File: src/rtl/branch_predictor_table.sv
// Direction predictor: a table of saturating counters, indexed bimodally or via gshare,
// plus a global history register and a saturating misprediction counter.
module branch_predictor_table #(
  parameter int CTR_BITS      = 2,
  parameter int INDEX_BITS    = 4,
  parameter int GSHARE        = 0,
  parameter int MISS_CNT_BITS = 8
) (
  input  logic                     CLOCK,
  input  logic                     RESET,
  input  logic                     INIT,
  input  logic [INDEX_BITS-1:0]    LOOKUP_INDEX,
  output logic                     PREDICTION,
  output logic [INDEX_BITS-1:0]    LOOKUP_HIST,
  input  logic                     UPDATE_VALID,
  input  logic [INDEX_BITS-1:0]    UPDATE_INDEX,
  input  logic [INDEX_BITS-1:0]    UPDATE_HIST,
  input  logic                     OUTCOME,
  input  logic                     MISS,
  output logic [MISS_CNT_BITS-1:0] MISS_COUNT
);

  localparam int ENTRIES = 2 ** INDEX_BITS;
  localparam logic [CTR_BITS-1:0] CTR_WEAK_NT = {1'b0, {(CTR_BITS-1){1'b1}}};
  localparam logic [CTR_BITS-1:0] CTR_MAX     = '1;

  logic [CTR_BITS-1:0]      tbl_q [ENTRIES];
  logic [INDEX_BITS-1:0]    ghr_q, ghr_d;
  logic [MISS_CNT_BITS-1:0] miss_cnt_q, miss_cnt_d;
  logic [INDEX_BITS-1:0]    rd_idx, wr_idx;
  logic [CTR_BITS-1:0]      ctr_d;

  function automatic logic [CTR_BITS-1:0] ctr_step(input logic [CTR_BITS-1:0] ctr,
                                                   input logic taken);
    if (taken) return (ctr == CTR_MAX) ? ctr : ctr + CTR_BITS'(1);
    else       return (ctr == '0)      ? ctr : ctr - CTR_BITS'(1);
  endfunction

  function automatic logic [MISS_CNT_BITS-1:0] miss_sat_inc(input logic [MISS_CNT_BITS-1:0] cnt);
    return (cnt == '1) ? cnt : cnt + MISS_CNT_BITS'(1);
  endfunction

  always_comb begin
    rd_idx     = (GSHARE != 0) ? (LOOKUP_INDEX ^ ghr_q) : LOOKUP_INDEX;
    wr_idx     = (GSHARE != 0) ? (UPDATE_INDEX ^ UPDATE_HIST) : UPDATE_INDEX;
    ctr_d      = ctr_step(tbl_q[wr_idx], OUTCOME);
    ghr_d      = ghr_q;
    miss_cnt_d = miss_cnt_q;
    if (UPDATE_VALID) begin
      // A mispredict rebuilds history from the snapshot taken at prediction time.
      if (GSHARE != 0)
        ghr_d = MISS ? {UPDATE_HIST[INDEX_BITS-2:0], OUTCOME}
                     : {ghr_q[INDEX_BITS-2:0], OUTCOME};
      if (MISS)
        miss_cnt_d = miss_sat_inc(miss_cnt_q);
    end
  end

  always_ff @(posedge CLOCK or negedge RESET) begin
    if (!RESET) begin
      for (int i = 0; i < ENTRIES; i++) tbl_q[i] <= CTR_WEAK_NT;
      ghr_q      <= '0;
      miss_cnt_q <= '0;
    end else if (INIT) begin
      for (int i = 0; i < ENTRIES; i++) tbl_q[i] <= CTR_WEAK_NT;
      ghr_q      <= '0;
      miss_cnt_q <= '0;
    end else begin
      if (UPDATE_VALID) tbl_q[wr_idx] <= ctr_d;
      ghr_q      <= ghr_d;
      miss_cnt_q <= miss_cnt_d;
    end
  end

  // Read-before-write: the lookup sees the table as it stands before this edge.
  assign PREDICTION  = tbl_q[rd_idx][CTR_BITS-1];
  assign LOOKUP_HIST = ghr_q;
  assign MISS_COUNT  = miss_cnt_q;

endmodule
File: config.mk
export PLATFORM = sky130hd
export DESIGN_NAME = branch_predictor_table
export DESIGN_NICKNAME = d
export VERILOG_FILES = /design/src/rtl/branch_predictor_table.sv
export SDC_FILE = /design/constraint.sdc
export NUM_CORES = 1
export LEC_CHECK = 0
export ABC_AREA = 1
export CAP_MARGIN = 20
export CORE_MARGIN = 2
export CORE_UTILIZATION = 51
export DETAILED_ROUTE_END_ITERATION = 7
export GPL_TIMING_DRIVEN = 0
export PLACE_DENSITY = 0.85
export SLEW_MARGIN = 15
export SYNTH_ARGS = -nofsm -noshare
export SYNTH_HDL_FRONTEND = slang
export SYNTH_SLANG_ARGS = --single-unit
File: constraint.sdc
create_clock -name CLOCK -period 1.3 [get_ports CLOCK]
set_input_delay 0.195 -clock CLOCK [delete_from_list [all_inputs] [get_ports CLOCK]]
set_output_delay 0.195 -clock CLOCK [all_outputs]
set_load 0.02 [all_outputs]
# Word-level counts from Yosys, hierarchy flattened
# Index checks and enable logic that the tools add are counted.
# word_totals
ff_bits	40
latchBits	0
ram_bits	0
mem_bits_ro	0
inputBits	18
output_inout_bits	13
word_cells	51
mem_count	0
# op_classes
n_addsub	3
n_mul	0
div	0
n_lt_le_gt_ge	3
eq_ne	3
n_shift	0
n_mux	18
n_bitwise	2
reduce_logical	5
# op_table
cell	n
$mux W32	2
$bwmux W32	1
$mux W8	4
$bmux W2 S4	2
$mux W2	8
$ge A5 B5 Y1 const B	2
$not A4 Y5	2
$add A8 B1 Y8 const B	1
$demux W2 S4	1
$eq A8 B8 Y1 const B	1
$lt A5 B1 Y1 const B	1
$reduce_bool A2 Y1	2
$reduce_and A3 Y1	1
$add A2 B1 Y2 const B	1
$eq A2 B2 Y1 const B	1
$logic_not A2 Y1	1
$ne A2 B2 Y1 const B	1
$sub A2 B1 Y2 const B	1
$logic_and A1 B1 Y1	1

# Logic depth before layout (Yosys ltp)
# logic_depth
ltp_word	10
ltp_mapped	16
mapped_depth_nobuf	13

# Worst setup path before layout
# Ideal clock, no wire load.
# synth_timing
kind	reg-to-reg
startpoint	register miss_cnt_q[0], in the netlist MISS_COUNT[0]
endpoint	register miss_cnt_q[6], in the netlist MISS_COUNT[6]
t_arrival_ps	1438
slack_ps	-257
stages_incl_launch_ff	11
path_buffers	0
synth_period_minus_slack_ps	1557
path_cell_list	dfrtp_1 -> ha_1 -> nand2_1 -> inv_1 -> nand3_1 -> nand3_1 -> nand2_2 -> nand2_1 -> nand2_1 -> o21ai_0 -> o21a_1
# synth_between
elab_chain_len	5
elab_cells_between_ends	8
classes_between	1 x add/sub; 2 x eq/ne; 4 x mux; 1 x reduce/logical
# synth_rtl
item	line	text
start, declared	29	logic [MISS_CNT_BITS-1:0] miss_cnt_q, miss_cnt_d;
start signal, assigned	71	miss_cnt_q <= miss_cnt_d;
$add A8 B1 Y8	40	return (cnt == '1) ? cnt : cnt + MISS_CNT_BITS'(1);
$mux W8	40	
$mux W8	54	if (MISS)
$mux W8	49	if (UPDATE_VALID) begin
$mux W8	64	end else if (INIT) begin
# Several ways; a longest one is shown, not always the timed one. The select of a mux whose other input is x is not followed.
# A chain may end at the register's enable or synchronous reset.

# Worst setup path after layout
# layout_timing
startpoint	register tbl_q[31] (netlist name)
endpoint	output PREDICTION
# layout_between
elab_chain_len	3
# layout_rtl
item	line	text
start, declared	27	logic [CTR_BITS-1:0] tbl_q [ENTRIES];
start signal, assigned by index	69	if (UPDATE_VALID) tbl_q[wr_idx] <= ctr_d;
$bmux W2 S4	76	assign PREDICTION = tbl_q[rd_idx][CTR_BITS-1];
$mux W2 (not written as such) (2 in a row)	76	
end, declared	13	output logic PREDICTION,
# Every way passes these cells. The select of a mux whose other input is x is not followed.

==> qor.yml <==
logic_synthesis:
  synthCells: 388
  ys.warnings.count: 0
  synth_edf_count: 0
  synth_area_leaders: "dfrtp_1 22%, nand2_1 20%, dfstp_2 16%"
  synth_xor_area_share_pct: 0
  synth_top_area_share_pct: 22.3
  ys_types: 31
  synth_compound_area_share_pct: 8.14
  synth_area_mm2: 0.00269
  syn_area_per_cell_um2: 6.93
  synthAdderAreaFrac_pct: 0.465
  synth-main-ff-cell: "dfrtp_1"
  synth_common_cells: "140 x nand2_1, 41 x nor2_1, 33 x nand3_1"
  synth_most_common_cell: "nand2_1"
  ys_ff_latch: 40
  synth_top_cell_by_area: "dfrtp_1"
  synth.area.mux_share_pct: 0.744
  yosys.area_share.simple_pct: 42.5
  async_flop_share_pct: 100
  synth-seq-area-share_pct: 38.0
  synth_top_family_by_area: "simple AND/OR/NAND/NOR gates"
floorplanning:
  dieHeight_um: 76.6
  die_x_um: 76.6
  io_pins: 31
  fp.coreArea_mm2: 0.00511
  die_area_mm2: 0.00587
  start_util_pct: 52.7
  row_count: 26
clocking:
  cts_tree: "built"
  numCtsBuffers: 5
  clock-root-buffer: "clkbuf_8"
  clk_latency_ps: 300
  clk_path_buf_depth: 2
  htree_levels: 2
  cts.clk_slew.worst_paths_ps: 90
  cts_num_sinks: 40
power:
  peakVddDrop_uv: 655
  p_comb_share_pct: 26.9
  power.switching_uw: 989
  seq_power_share_pct: 43.9
  p_int_mw: 2.09
  pwr-share-clk_pct: 29.1
  leakagePower_nw: 1.73
  powerDensity_mw_per_mm2: 835
  swShare_pct: 32.1
final_layout:
  nets: 464
  stdcell_count: 516
  final_cell_area_mm2: 0.00369
  final_util_pct: 72.2
  syn_to_final_growth_pct: 37.2
  antenna_cells: 0
  drive_gt1_share_pct: 36.1
setup_path:
  crit_type: "reg2out"
  cp-end-kind: "output port"
  reg2regPathDepth: 12
  worstPathArrival_ps: 1430
  crit_fanout: 3
  start_kind: "register"
  crit_required_ps: 1110
timing:
  post-route-min-period_ps: 1630
  holdWs_ps: 271
  fmax_mhz: 614
  rsz0062_at_grt: "true"
  period_share_pct: 125
  setup_ws_ps: -330
  maxSlewViolCount: 0
  skew_ps: 11.5
  setup_viol: 41
  tns_ps: -10230
  final-hold-violation-count: 0
detailed_routing:
  first_iter_violations: 305
  firstDrtPassIters: 5
  detail-route-antenna-nets: 0
  wirelength_um: 8410
  vias: 2986
  vias_per_cell: 5.79
  wire_per_inst_um: 16.3
  drcViolationCount: 0
run_status:
  outcome: "complete, but fails checks"
  violations: "setup timing"
flow_run:
  cap_violations: 0
global_route:
  gr-usage-all-layers_pct: 28.4
  grt_pass1_wl_um: 13300
  grt_antenna_before_repair: 0
  grt_overflow_total: 0
  grt_start_max_net_pins: 33
  grt_pass1_vias: 2836
place:
  finalWeightedCongestion: 0.937
  dp.cells: 480
  hpwl_um: 5100
  postPlaceCellArea_mm2: 0.00308
  io_buffers: 18
hold_path:
  hp-class: "in2async"
==> cell type report <==
type / instances / area, um2
Sequential cell: 40 / 1030
Timing Repair Buffer: 47 / 479
Multi-Input combinational cell: 302 / 1710
Fill cell: 380 / 1420
Inverter: 30 / 119
Tap cell: 70 / 87.6
Buffer: 19 / 174
Clock inverter: 2 / 15.0
Clock buffer: 6 / 82.6
==> final timing paths <==
path,start,slack (ps),end
min reg2reg,MISS_COUNT[6],510,MISS_COUNT[6]
max reg2reg,tbl_q[14],-320,tbl_q[16]
min,RESET,270,tbl_q[5]
min in group CLOCK,UPDATE_INDEX[1],400,tbl_q[28]
max in group asynchronous,RESET,510,tbl_q[18]
max,tbl_q[31],-330,PREDICTION
==> flip-flops by register name, summed over array words and instances (netlist names) <==
register    cells
tbl_q          32
MISS_COUNT      8
==> logic make-up after synthesis <==
logic type,count (synthesis)
AOI/OAI and AO/OA,39
DFF,40
adders and majority gates,1
other,1
buffers and inverters,49
muxes,2
and+or+nand+nor,256
==> critical path, stage by stage (launching register included) <==
cell,delay (ps)
dfrtp_1,400
nor2_1,70
o32ai_1,310
o211ai_1,120
nand2_1,70
buf_2,160
==> cells in the final DEF, fill, tap and decap left out, types with 3 or more instances in the layout <==
cell,n
a21oi_1,16
a31oi_1,3
buf_16,3
buf_2,3
buf_4,21
buf_6,12
buf_8,4
clkbuf_1,4
clkbuf_2,3
clkbuf_8,6
clkdlybuf4s50_1,5
clkinvlp_4,3
conb_1,4
dfrtp_1,20
dfrtp_2,4
dfstp_2,16
dlygate4sd2_1,6
inv_1,22
inv_2,6
nand2_1,127
nand2_2,12
nand2_4,10
nand3_1,6
nand3_2,36
nor2_1,35
nor2_2,6
nor2_4,3
nor3_1,16
o21ai_0,5
o21ai_2,4
==> metal layers <==
metal | up-vias | track usage [%] | part of all wire (%)
met5 | - | 0 | 0
met4 | 0 | 15.3 | 4.2
met3 | 40 | 5.92 | 9.1
met2 | 194 | 49.0 | 49
met1 | 1390 | 33.0 | 38
li1 | 1362 | - | -
==> power by group through the flow <==
stage	Sequential, mW	Clock [mW]	Combinational (mW)
2_1_floorplan	1.38	0	0.386
3_5_place_dp	1.37	0	0.581
3_3_place_gp	1.37	0	0.568
4_1_cts	1.35	0.911	0.750
6_report	1.35	0.898	0.831
5_1_grt	1.36	0.960	0.885
==> what timing repair did <==
| action | 4_1_cts | 5_1_grt |
|---|---|---|
| cloned | 3 | 0 |
| hold endpoints to repair | 8 | 0 |
| resized for setup | 70 | 25 |
| hold buffers | 1 | 0 |
| buffers inserted | 18 | 6 |
| endpoints found under the setup margin | 49 | 42 |
| pin swaps | 30 | 7 |
==> metrics by stage <==
step | worst slack (ps) | total power, mW
floorplan | -164 | 1.76
global placement | -1100 | 1.94
detailed placement | -798 | 1.95
CTS | -317 | 3.02
global route | -429 | 3.20
finish | -330 | 3.08
(Power assumes the default switching activity.)
